`src/rtl/countdown_timer_pkg.sv`:
```
// Shared constants, state encoding and duration clamp used by the
// countdown timer and its display/control neighbours.
package countdown_timer_pkg;

    localparam int unsigned MIN_SEC     = 5;
    localparam int unsigned MAX_SEC     = 15;
    localparam int unsigned DEFAULT_SEC = 10;

    typedef enum logic {
        IDLE,
        RUN
    } state_t;

    function automatic logic [7:0] clamp_sec(input logic [7:0] sec,
                                             input logic [7:0] lo,
                                             input logic [7:0] hi);
        if (sec < lo) return lo;
        if (sec > hi) return hi;
        return sec;
    endfunction

endpackage

```
`src/rtl/countdown_timer_if.sv`:
```
// Control/display-facing signal bundle of the countdown timer.
interface countdown_timer_if;

    logic       cfg_valid;
    logic [7:0] cfg_sec;
    logic       start;
    logic       cancel;
    logic [7:0] countdown_val;
    logic       active;
    logic       timeout;
    logic [7:0] cfg_sec_q;

    modport master (
        output cfg_valid, cfg_sec, start, cancel,
        input  countdown_val, active, timeout, cfg_sec_q
    );

    modport slave (
        input  cfg_valid, cfg_sec, start, cancel,
        output countdown_val, active, timeout, cfg_sec_q
    );

endinterface

```
`src/rtl/countdown_timer_tick_gen.sv`:
```
// One-second prescaler: tick is high in the cycle the count equals CLK_FREQ-1.
module tick_gen #(
    parameter int unsigned CLK_FREQ = 100_000_000
) (
    input  logic clk,
    input  logic rst_n,
    input  logic clr,
    output logic tick
);

    localparam int unsigned W = (CLK_FREQ > 1) ? $clog2(CLK_FREQ) : 1;
    localparam logic [W-1:0] LAST = W'(CLK_FREQ - 1);

    logic [W-1:0] cnt;

    always_ff @(posedge clk or negedge rst_n) begin
        if (!rst_n) begin
            cnt <= '0;
        end else if (clr || cnt == LAST) begin
            cnt <= '0;
        end else begin
            cnt <= cnt + 1'b1;
        end
    end

    assign tick = (cnt == LAST);

endmodule

```
`src/rtl/countdown_timer.sv`:
```
// Seconds countdown with clamped configurable duration, restart/cancel
// control and a one-cycle timeout pulse on natural expiry.
module countdown_timer #(
    parameter int unsigned CLK_FREQ    = 100_000_000,
    parameter int unsigned MIN_SEC     = countdown_timer_pkg::MIN_SEC,
    parameter int unsigned MAX_SEC     = countdown_timer_pkg::MAX_SEC,
    parameter int unsigned DEFAULT_SEC = countdown_timer_pkg::DEFAULT_SEC
) (
    input  logic               clk,
    input  logic               rst_n,
    countdown_timer_if.slave   bus
);

    import countdown_timer_pkg::*;

    localparam logic [7:0] LO  = 8'(MIN_SEC);
    localparam logic [7:0] HI  = 8'(MAX_SEC);
    localparam logic [7:0] DEF = 8'(DEFAULT_SEC);

    state_t     state_q, state_d;
    logic [7:0] count_q, count_d;
    logic       active_q, active_d;
    logic       timeout_q, timeout_d;
    logic [7:0] cfg_q, cfg_d;
    logic [7:0] cfg_clamped;
    logic [7:0] eff_sec;
    logic       clr;
    logic       tick;

    tick_gen #(.CLK_FREQ(CLK_FREQ)) u_tick_gen (
        .clk  (clk),
        .rst_n(rst_n),
        .clr  (clr),
        .tick (tick)
    );

    // A config strobe coinciding with start takes effect for that start.
    assign cfg_clamped = clamp_sec(bus.cfg_sec, LO, HI);
    assign eff_sec     = bus.cfg_valid ? cfg_clamped : cfg_q;

    always_ff @(posedge clk or negedge rst_n) begin
        if (!rst_n) begin
            state_q   <= IDLE;
            count_q   <= '0;
            active_q  <= 1'b0;
            timeout_q <= 1'b0;
            cfg_q     <= DEF;
        end else begin
            state_q   <= state_d;
            count_q   <= count_d;
            active_q  <= active_d;
            timeout_q <= timeout_d;
            cfg_q     <= cfg_d;
        end
    end

    always_comb begin
        state_d   = state_q;
        count_d   = count_q;
        active_d  = active_q;
        timeout_d = 1'b0;
        cfg_d     = bus.cfg_valid ? cfg_clamped : cfg_q;
        clr       = 1'b0;
        unique case (state_q)
            IDLE: begin
                clr = 1'b1;
                if (bus.start) begin
                    state_d  = RUN;
                    count_d  = eff_sec;
                    active_d = 1'b1;
                end
            end
            RUN: begin
                if (bus.cancel) begin
                    state_d  = IDLE;
                    count_d  = '0;
                    active_d = 1'b0;
                    clr      = 1'b1;
                end else if (bus.start) begin
                    count_d = eff_sec;
                    clr     = 1'b1;
                end else if (tick) begin
                    if (count_q > 8'd1) begin
                        count_d = count_q - 8'd1;
                    end else begin
                        state_d   = IDLE;
                        count_d   = '0;
                        active_d  = 1'b0;
                        timeout_d = 1'b1;
                    end
                end
            end
            default: state_d = IDLE;
        endcase
    end

    assign bus.countdown_val = count_q;
    assign bus.active        = active_q;
    assign bus.timeout       = timeout_q;
    assign bus.cfg_sec_q     = cfg_q;

endmodule

```
`src/flat_wrapper.sv`:
```
// flat-port wrapper written by rule: the top's interface ports become plain ports
module countdown_timer_flat import countdown_timer_pkg::*;
#(
    parameter int unsigned CLK_FREQ    = 100_000_000,
    parameter int unsigned MIN_SEC     = countdown_timer_pkg::MIN_SEC,
    parameter int unsigned MAX_SEC     = countdown_timer_pkg::MAX_SEC,
    parameter int unsigned DEFAULT_SEC = countdown_timer_pkg::DEFAULT_SEC
)
  (clk, rst_n, bus_cfg_valid, bus_cfg_sec, bus_start, bus_cancel, bus_countdown_val, bus_active, bus_timeout, bus_cfg_sec_q);
  countdown_timer_if bus_i ();
  input  logic clk;
  input  logic rst_n;
  input wire logic [$bits(bus_i.cfg_valid)-1:0] bus_cfg_valid;
  input wire logic [$bits(bus_i.cfg_sec)-1:0] bus_cfg_sec;
  input wire logic [$bits(bus_i.start)-1:0] bus_start;
  input wire logic [$bits(bus_i.cancel)-1:0] bus_cancel;
  output wire logic [$bits(bus_i.countdown_val)-1:0] bus_countdown_val;
  output wire logic [$bits(bus_i.active)-1:0] bus_active;
  output wire logic [$bits(bus_i.timeout)-1:0] bus_timeout;
  output wire logic [$bits(bus_i.cfg_sec_q)-1:0] bus_cfg_sec_q;
  assign bus_i.cfg_valid = bus_cfg_valid;
  assign bus_i.cfg_sec = bus_cfg_sec;
  assign bus_i.start = bus_start;
  assign bus_i.cancel = bus_cancel;
  assign bus_countdown_val = bus_i.countdown_val;
  assign bus_active = bus_i.active;
  assign bus_timeout = bus_i.timeout;
  assign bus_cfg_sec_q = bus_i.cfg_sec_q;
  countdown_timer #(.CLK_FREQ(CLK_FREQ), .MIN_SEC(MIN_SEC), .MAX_SEC(MAX_SEC), .DEFAULT_SEC(DEFAULT_SEC)) u_core (.clk(clk), .rst_n(rst_n), .bus(bus_i));
endmodule
```
`config.mk`:
```
export PLATFORM = sky130hd
export DESIGN_NAME = countdown_timer_flat
export DESIGN_NICKNAME = d
export VERILOG_FILES = /design/src/rtl/countdown_timer_pkg.sv /design/src/rtl/countdown_timer_if.sv /design/src/rtl/countdown_timer_tick_gen.sv /design/src/rtl/countdown_timer.sv /design/src/flat_wrapper.sv
export SDC_FILE = /design/constraint.sdc
export NUM_CORES = 1
export LEC_CHECK = 0
export ABC_CLOCK_PERIOD_IN_PS = 5600
export BUFFER_PORTS_ARGS = -buffer_cell sky130_fd_sc_hd__buf_4
export CAP_MARGIN = 20
export CORE_MARGIN = 3
export CORE_UTILIZATION = 60
export CTS_CLUSTER_SIZE = 30
export DETAILED_ROUTE_END_ITERATION = 10
export PLACE_DENSITY = 0.82
export SLEW_MARGIN = 10
export SYNTH_ARGS = -nofsm -noshare
export SYNTH_HDL_FRONTEND = slang
export SYNTH_HIERARCHICAL = 1
export SYNTH_SLANG_ARGS = --single-unit
```
`constraint.sdc`:
```
create_clock -name clk -period 5.6 [get_ports clk]
set_input_delay 0.56 -clock clk [delete_from_list [all_inputs] [get_ports clk]]
set_output_delay 0.56 -clock clk [all_outputs]
set_load 0.005 [all_outputs]
```
# After elaboration in Yosys (flattened, before gate mapping)
# Cells that the tools add are included.
# op_classes
add_sub_neg	2
n_mux	34
bitwise	1
n_lt_le_gt_ge	3
n_eq_ne	6
n_reduce_logical	3
# ops
operator	n
$mux 8	10
$add 27x1->27 const B	1
$eq 27x27->1 const B	1
$mux 27	1
$mux 1	19
$pmux 8 s2	1
$ne 3x3->1 const B	3
$gt 8x1->1 const B	1
$gt 8x4->1 const B	1
$lt 8x3->1 const B	1
$sub 8x1->8 const B	1
$pmux 1 s2	3
$ne 4x4->1 const B	1
$reduce_and 4->1	1
$ne 2x2->1 const B	1
$reduce_and 2->1	1
$logic_or 1x1->1	1
$not 1->1	1
# word_totals
in_bits	13
out_inout_bits	18
word_cells	55
register_bits	46

# Logic depth before layout (Yosys ltp)
# Gate-level depths: netlist of run 1.
# logic_depth
ltp_word	9
ltp_mapped	9
ltp_nobuf	8

# By module
# The synthesis of run 1 kept the hierarchy.
# by_module_without_submodules
module	instances	area_each_um2	cells_each	seq_area_each_um2
tick_gen	1	1417.6	151	675.6
countdown_timer	1	1008.5	103	478.0

# Worst setup path after synthesis of run 1
# OpenSTA, ideal clock, no wires.
# synth_path
path_kind	register to register
from	register u_core.u_tick_gen.cnt[0]
to	register u_core.count_q[2], in the netlist u_core/bus.countdown_val[2]
setup_ns	0.124
synth_period_minus_slack_ns	2.207
arrival_ns	2.083
path_slack_ns	3.393
n_path_buf	1
stages_incl_launch_ff	10
t_required_ns	5.476
path_cell_list	dfrtp_1 ha_1 and2_1 clkbuf_1 nand3_1 nor3_1 o21a_1 nor2_1 o21a_1 a211o_1
# synth_between
elab_chain_len	3
# synth_lines
element	line_no	rtl
start, declared	countdown_timer_tick_gen.sv:14	logic [W-1:0] cnt;
start signal, assigned	countdown_timer_tick_gen.sv:22	cnt <= cnt + 1'b1;
$eq 27x27->1	countdown_timer_tick_gen.sv:26	assign tick = (cnt == LAST);
via u_core.tick	countdown_timer.sv:28	logic tick;
$ne 4x4->1 (no source line)	--	
$reduce_and 2->1 (no source line)	--	
end signal, assigned	countdown_timer.sv:50	count_q <= count_d;
end, declared	countdown_timer.sv:21	logic [7:0] count_q, count_d;
# The timed path passes the listed nets, and every way through them passes these cells.
# A chain may end at the register's enable or synchronous reset.

# Worst setup path after layout of run 1
# layout_path
from	register u_core.u_tick_gen.cnt[3]
to	register u_core.count_q[2], in the netlist u_core/bus.countdown_val[2]
# The elaborated chain is that of the path after synthesis.

==> results of run 1 <==
metrics by stage:
step	utilization (%)	total power, W	hold slack [ps]	setup slack (ps)	cell area, um2
final	73.3	0.000618	257	3080	2760
after global routing	73.3	0.000649	306	2950	2760
after CTS	73.3	0.000623	281	3110	2760
after detailed placement	71.2	0.000435	456	3170	2680
after global placement	71.2	0.000434	436	3260	2680
after floorplan	-	0.000399	264	3390	2430
cell families (layout without fill, tap and decap cells):
| logic type | Yosys count | after routing | share of synthesized area (%) |
|---|---|---|---|
| buffers and inverters | 19 | 50 | 3.15 |
| XOR/XNOR | 12 | 12 | 4.33 |
| adder cells (fa/ha/maj) | 3 | 3 | 1.55 |
| flip-flops | 46 | 46 | 47.6 |
| AO/OA/AOI/OAI | 65 | 65 | 17.7 |
| AND/OR/NAND/NOR | 109 | 109 | 25.7 |
worst paths after layout:
check                      slack [ps]                startpoint                          end  cells past startpoint
setup / recovery                 3080  u_core/u_tick_gen/cnt[3]  u_core/bus.countdown_val[2]                      7
hold / removal                    260                     rst_n    u_core/u_tick_gen/cnt[19]                      1
setup reg to reg                 3080  u_core/u_tick_gen/cnt[3]  u_core/bus.countdown_val[2]                      7
hold reg to reg                   470  u_core/u_tick_gen/cnt[0]     u_core/u_tick_gen/cnt[0]                      1
max in group asynchronous        4950                     rst_n     u_core/u_tick_gen/cnt[1]                      1
min in group clk                  470  u_core/u_tick_gen/cnt[0]     u_core/u_tick_gen/cnt[0]                      1
sequential cells by signal, indices dropped and copies added, names as in the netlist:
name                      flops
u_core/bus.timeout            1
u_core/u_tick_gen/cnt        27
u_core/bus.active             1
u_core/bus.countdown_val      8
u_core/state_q                1
u_core/bus.cfg_sec_q          8
layout make-up:
cell class,instances,share of cell area [%]
clock buffers,8,2.90
inverters,11,1.49
multi-input cells,189,43.3
flip-flops and latches,46,41.7
well taps,48,2.17
repair buffers,31,8.42
worst max-delay path, stage by stage, from the launching register on:
cell and delay, ps:
dfrtp_1 440, and4_1 400, nand3_1 190, nor3_1 540, o21a_1 220, nor2_1 150
o21a_1 230, a211o_1 230
synthesized netlist by cell type, types with 3 or more instances:
master	instances	area, um2
a21oi_1	23	115
a22oi_1	3	22.5
and3_1	3	18.8
buf_2	4	20.0
clkbuf_1	4	15.0
dfrtp_1	44	1100
ha_1	3	37.5
inv_1	10	37.5
nand2_1	11	41.3
nand3_1	10	50.1
nand4_1	11	68.8
nor2_1	25	93.8
nor2b_1	4	25.0
nor3_1	8	40.0
nor4_1	7	43.8
o21ai_0	15	75.1
o31ai_1	7	52.6
or3_1	9	56.3
or4_1	7	52.6
xnor2_1	5	43.8
xor2_1	7	61.3
report_power, final:
group / switching [W] / internal (W) / leakage (nW)
Clock: 0.000100 / 0.0000888 / 0.0395
Sequential: 0.0000118 / 0.000340 / 0.612
Combinational: 0.0000452 / 0.0000323 / 0.459
Total: 0.000157 / 0.000461 / 1.11
per-layer routing:
layer	GRT usage [%]	part of all wire, %
met1	28.0	44
met2	37.6	51
met3	5.36	3.3
met4	6.72	1.5
met5	0	0
==> metrics.md, run 1 <==
| Metric | Value |
|---|---|
| Setup TNS | 0 ps |
| Syn Inst Count | 254 |
| WL/cell | 15.7 um |
| Worst-Skew Late Latency | 290 ps |
| Vias per inst | between 6 and 7 |
| #FFs+latches synth | between 40 and 50 |
| Tcrit/Tclk final | 45.0% |
| Setup violators final | 0 |
| Post-Syn Area | 0.00243 mm2 |
| Seq. cell area | 0.00115 mm2 |
| Routability cong. | around 0.9 |
| Die ar. | approximately 0.0048 mm2 |
| Postcts setup bufs | 0 |
| Largest net degree at the start of global routing | 47 |
| Core area | 0.00377 mm2 |
| First-pass detailed-route iteration total | 4 |
| Total GRT Usage | 22.2% |
| Max Clk Rate | a little under 400 MHz |
| First-pass GRT wire length | 8880 um |
| Dpl hpwl | 3700 um |
| Clock-pin slew on the worst setup and hold paths | approximately 80 ps |
| Ant. Diodes | 0 |
| Synth warnings | 6 |
| Worst setup EP type | flop |
| H-tree depth | 2 |
| Syn Nets | 270 |
| Max IR drop VDD | roughly 170 uV |
| Routed vias | 2080 |
| Clk sinks | 46 |
| Critical Path Fanout Max | 10 |
| Layout Cells excl Fill | about 330 |
| Die H | 69.6 um |
| Critical path class | flop to flop |
| Post-synth cell types | 45 |
| Routed Antenna Nets | 0 |
| Leak Pwr | 1.11 nW |
| Worst min path class | primary input to async pin |
| Worst-Margin Slew | 877 ps |
| Slew Viols, Final | 0 |
| Max-cap viol count | 0 |
| FP Rows | 22 |
| Max_slew headroom | 41.2% |
| Number of cells after detailed placement | 325 |
| Hold buffer count at cts | 0 |
| # resized after CTS | 0 |
| Die X | 69.6 um |
| Average cell area after synthesis | 9.55 um2 |
| Status | complete, no violations |
| EDFF count, synth | 0 |
| Worst Path Arrival | between 2000 and 3000 ps |
| Final hold vios | 0 |
| Gr ovfl total | 0 |
| Max clock buf depth | 2 |
| Multi-input logic area | 0.00120 mm2 |
| Startpoint types | flop |
| Number of global-route vias before repair | roughly 2k |
| Seq/Total Area, Yosys | 47.6% |
| Nets | 300 |
| Proportion of layout cells with a drive suffix above 1 | 17.9% |
| Total wire length | 5240 um |
| CP required | 5770 ps |
| Most common cell after layout, fill and taps aside | dfrtp_1 |
| Initial Util | 64.3% |
| Setup repair after global routing missed its margin | no |
| Synth Flop Type | dfrtp_1 |
| TritonCTS clock tree | done |
| 1st-iter DRT viols | 133 |
| Port Buffer Count | 30 |
| Most frequent cells in the layout | 44 x dfrtp_1, 31 x buf_4, 25 x nor2_1 |
| Residual DRC count | 0 |
| Worst Skew | 5.89 ps |
| Power Dens Cells | 224 mW/mm2 |
| # IOs | 31 |
| Clock root buffer | clkbuf_8 |
| Initial antenna violation count | 0 |
| Async SR Flop Fraction | 100% |
| Fill count | 276 |
| Area Growth Syn to Fin | 13.9% |
| CTS Buf Count | 5 |
| Final Critical Period | around 2500 ps |
No activity file was read; power rests on OpenSTA's default activity.
==> inputs of run 2 (changes only) <==
--- a/config.mk
+++ b/config.mk
@@ -5,14 +5,14 @@
 export SDC_FILE = /design/constraint.sdc
 export NUM_CORES = 1
 export LEC_CHECK = 0
-export ABC_CLOCK_PERIOD_IN_PS = 5600
+export ABC_CLOCK_PERIOD_IN_PS = 2100
 export BUFFER_PORTS_ARGS = -buffer_cell sky130_fd_sc_hd__buf_4
 export CAP_MARGIN = 20
 export CORE_MARGIN = 3
-export CORE_UTILIZATION = 60
+export CORE_UTILIZATION = 52
 export CTS_CLUSTER_SIZE = 30
 export DETAILED_ROUTE_END_ITERATION = 10
-export PLACE_DENSITY = 0.82
+export PLACE_DENSITY = 0.76
 export SLEW_MARGIN = 10
 export SYNTH_ARGS = -nofsm -noshare
 export SYNTH_HDL_FRONTEND = slang
==> constraint.sdc (replaced) <==
create_clock -name clk -period 2.1 [get_ports clk]
set_input_delay 0.21 -clock clk [delete_from_list [all_inputs] [get_ports clk]]
set_output_delay 0.21 -clock clk [all_outputs]
set_load 0.005 [all_outputs]
==> metrics.md, run 2 (synthesis results as in run 1) <==
| Metric | Value |
|---|---|
| Leak Pwr | 1.17 nW |
| Clock-pin slew on the worst setup and hold paths | around 80 ps |
| Ant. Diodes | 0 |
| Largest net degree at the start of global routing | 47 |
| Worst setup EP type | flop |
| Fill count | 364 |
| # IOs | 31 |
| Clk pwr share | approximately 36% |
| Core area | 0.00444 mm2 |
| Layout Cells excl Fill | 346 |
| Port Buffer Count | 30 |
| CTS Buf Count | 5 |
| Max IR drop VDD | 398 uV |
| Most common cell after layout, fill and taps aside | dfrtp_1 |
| First-pass detailed-route iteration total | 4 |
| Top reg by flops | u_core/u_tick_gen/cnt |
| Routability cong. | ~0.94 |
| Max clock buf depth | 2 |
| Worst-Skew Late Latency | 300 ps |
| Final hold vios | 0 |
| Total Power | 0.00182 W |
| Number of cells after detailed placement | 336 |
| Setup violators final | 0 |
| Int Power | 0.00136 W |
| Worst-Margin Slew | 546 ps |
| Total GRT Usage | 20.4% |
| Clk sinks | 46 |
| Routed Antenna Nets | 0 |
| Max Clk Rate | 489 MHz |
| Total wire length | 5280 um |
| Nets | between 300 and 400 |
| First-pass GRT wire length | approximately 8700 um |
| Initial antenna violation count | 0 |
| Slew Viols, Final | 0 |
| Net load switching power | roughly 0.00046 W |
| Max-cap viol count | 0 |
| Die H | 74.3 um |
| Power Dens Cells | 629 mW/mm2 |
| Fin area | 0.00289 mm2 |
| 1st-iter DRT viols | between 150 and 200 |
| Worst Path Arrival | roughly 2200 ps |
| Flop pwr share | 51.5% |
| Proportion of layout cells with a drive suffix above 1 | 22.8% |
| Gr ovfl total | 0 |
| Setup repair after global routing missed its margin | yes |
| Die ar. | about 0.0055 mm2 |
| Max_slew headroom | 63.6% |
| Max reg flops | 27 |
| Initial Util | 54.6% |
| TritonCTS clock tree | done |
| Tcrit/Tclk final | 97.5% |
| Routed vias | 2106 |
| Die X | 74.3 um |
| H-tree depth | 2 |
| Most frequent cells in the layout | 42 x dfrtp_1, 39 x buf_4, 24 x nor2_1 |
| Status | complete, no violations |
| Comb pwr share | 12.3% |
| Vias per inst | 6.09 |
| Residual DRC count | 0 |
| Switch share | about a quarter |
| Worst min path class | primary input to flop |
| WL/cell | 15.3 um |
| Dpl hpwl | 3950 um |
| Worst Skew | 6.44 ps |
| Placed cell areas | 0.00275 mm2 |
| Number of global-route vias before repair | 1991 |
| Clock root buffer | clkbuf_8 |
| Critical Path Fanout Max | 7 |
| Final Critical Period | 2050 ps |
| Area Growth Syn to Fin | 19.0% |
| Startpoint types | flop |
| CP required | 2280 ps |
| Critical path class | flop to flop |
| FP Rows | 24 |
run 2: changes by cell type in the layout (fill, tap and decap cells not counted), sizes merged:
cell	previous run	this run
dlygate4sd3	0	1
clkbuf	8	5
inv	11	12
bufinv	0	1
buf	31	39
clkinv	0	1
run 2: layer usage:
layer	share of wire [%]	track usage, %
met4	2.6	10.9
met3	5.4	4.32
met2	48	34.2
met5	0	0
met1	44	24.7
run 2: critical path: stages, from the launching register on:
cell and delay [ps]:
dfrtp_2 460, nor4b_2 310, nand4_1 200, nor3_2 270
o21a_1 200, nor2_2 100, buf_4 150, o21ai_0 140
o21ai_0 110
run 2: what timing repair did:
item | 4_1_cts | 5_1_grt
endpoints found under the setup margin | 0 | 4
endpoints found under the hold margin | 44 | 0
hold buffers | 1 | 0
setup buffers | 0 | 1
gates resized for setup | 0 | 3
run 2: final cells by class:
cell class	count	area, um2	area share, %
Sequential cell	46	1160	40.0
Inverter	11	41.3	1.43
Clock buffer	5	68.8	2.38
Multi-Input combinational cell	189	1210	41.9
Tap cell	52	65.1	2.25
Clock inverter	3	43.8	1.52
Timing Repair Buffer	40	303	10.5
run 2: path summary, 6_finish.rpt:
path / startpoint / endpoint / slack [ps] / cells past startpoint
min: bus_cancel / u_core/state_q / 130 / 2
max reg2reg: u_core/u_tick_gen/cnt[12] / u_core/bus.countdown_val[4] / 50 / 8
max: u_core/u_tick_gen/cnt[12] / u_core/bus.countdown_val[4] / 50 / 8
min reg2reg: u_core/u_tick_gen/cnt[0] / u_core/u_tick_gen/cnt[0] / 460 / 1
min in group asynchronous: rst_n / u_core/u_tick_gen/cnt[22] / 440 / 2
max in group asynchronous: rst_n / u_core/u_tick_gen/cnt[12] / 1260 / 2
run 2: metrics by stage:
step	setup WS [ps]	setup TNS [ps]	utilization [%]	hold slack (ps)
final	53.0	0	65.0	126
after floorplan	23.3	0	-	-85.6
after detailed placement	91.3	0	61.9	242
after global routing	-48.7	-63.3	65.0	114
after CTS	79.7	0	64.6	115
after global placement	192	0	61.9	242
run 2: power groups by stage:
stage | clock (W) | sequential (W) | combinational (W)
finish | 0.000658 | 0.000936 | 0.000223
floorplan | 0 | 0.000951 | 0.000115
detailed placement | 0 | 0.000952 | 0.000221
CTS | 0.000675 | 0.000935 | 0.000224
global route | 0.000714 | 0.000940 | 0.000246
global placement | 0 | 0.000951 | 0.000217
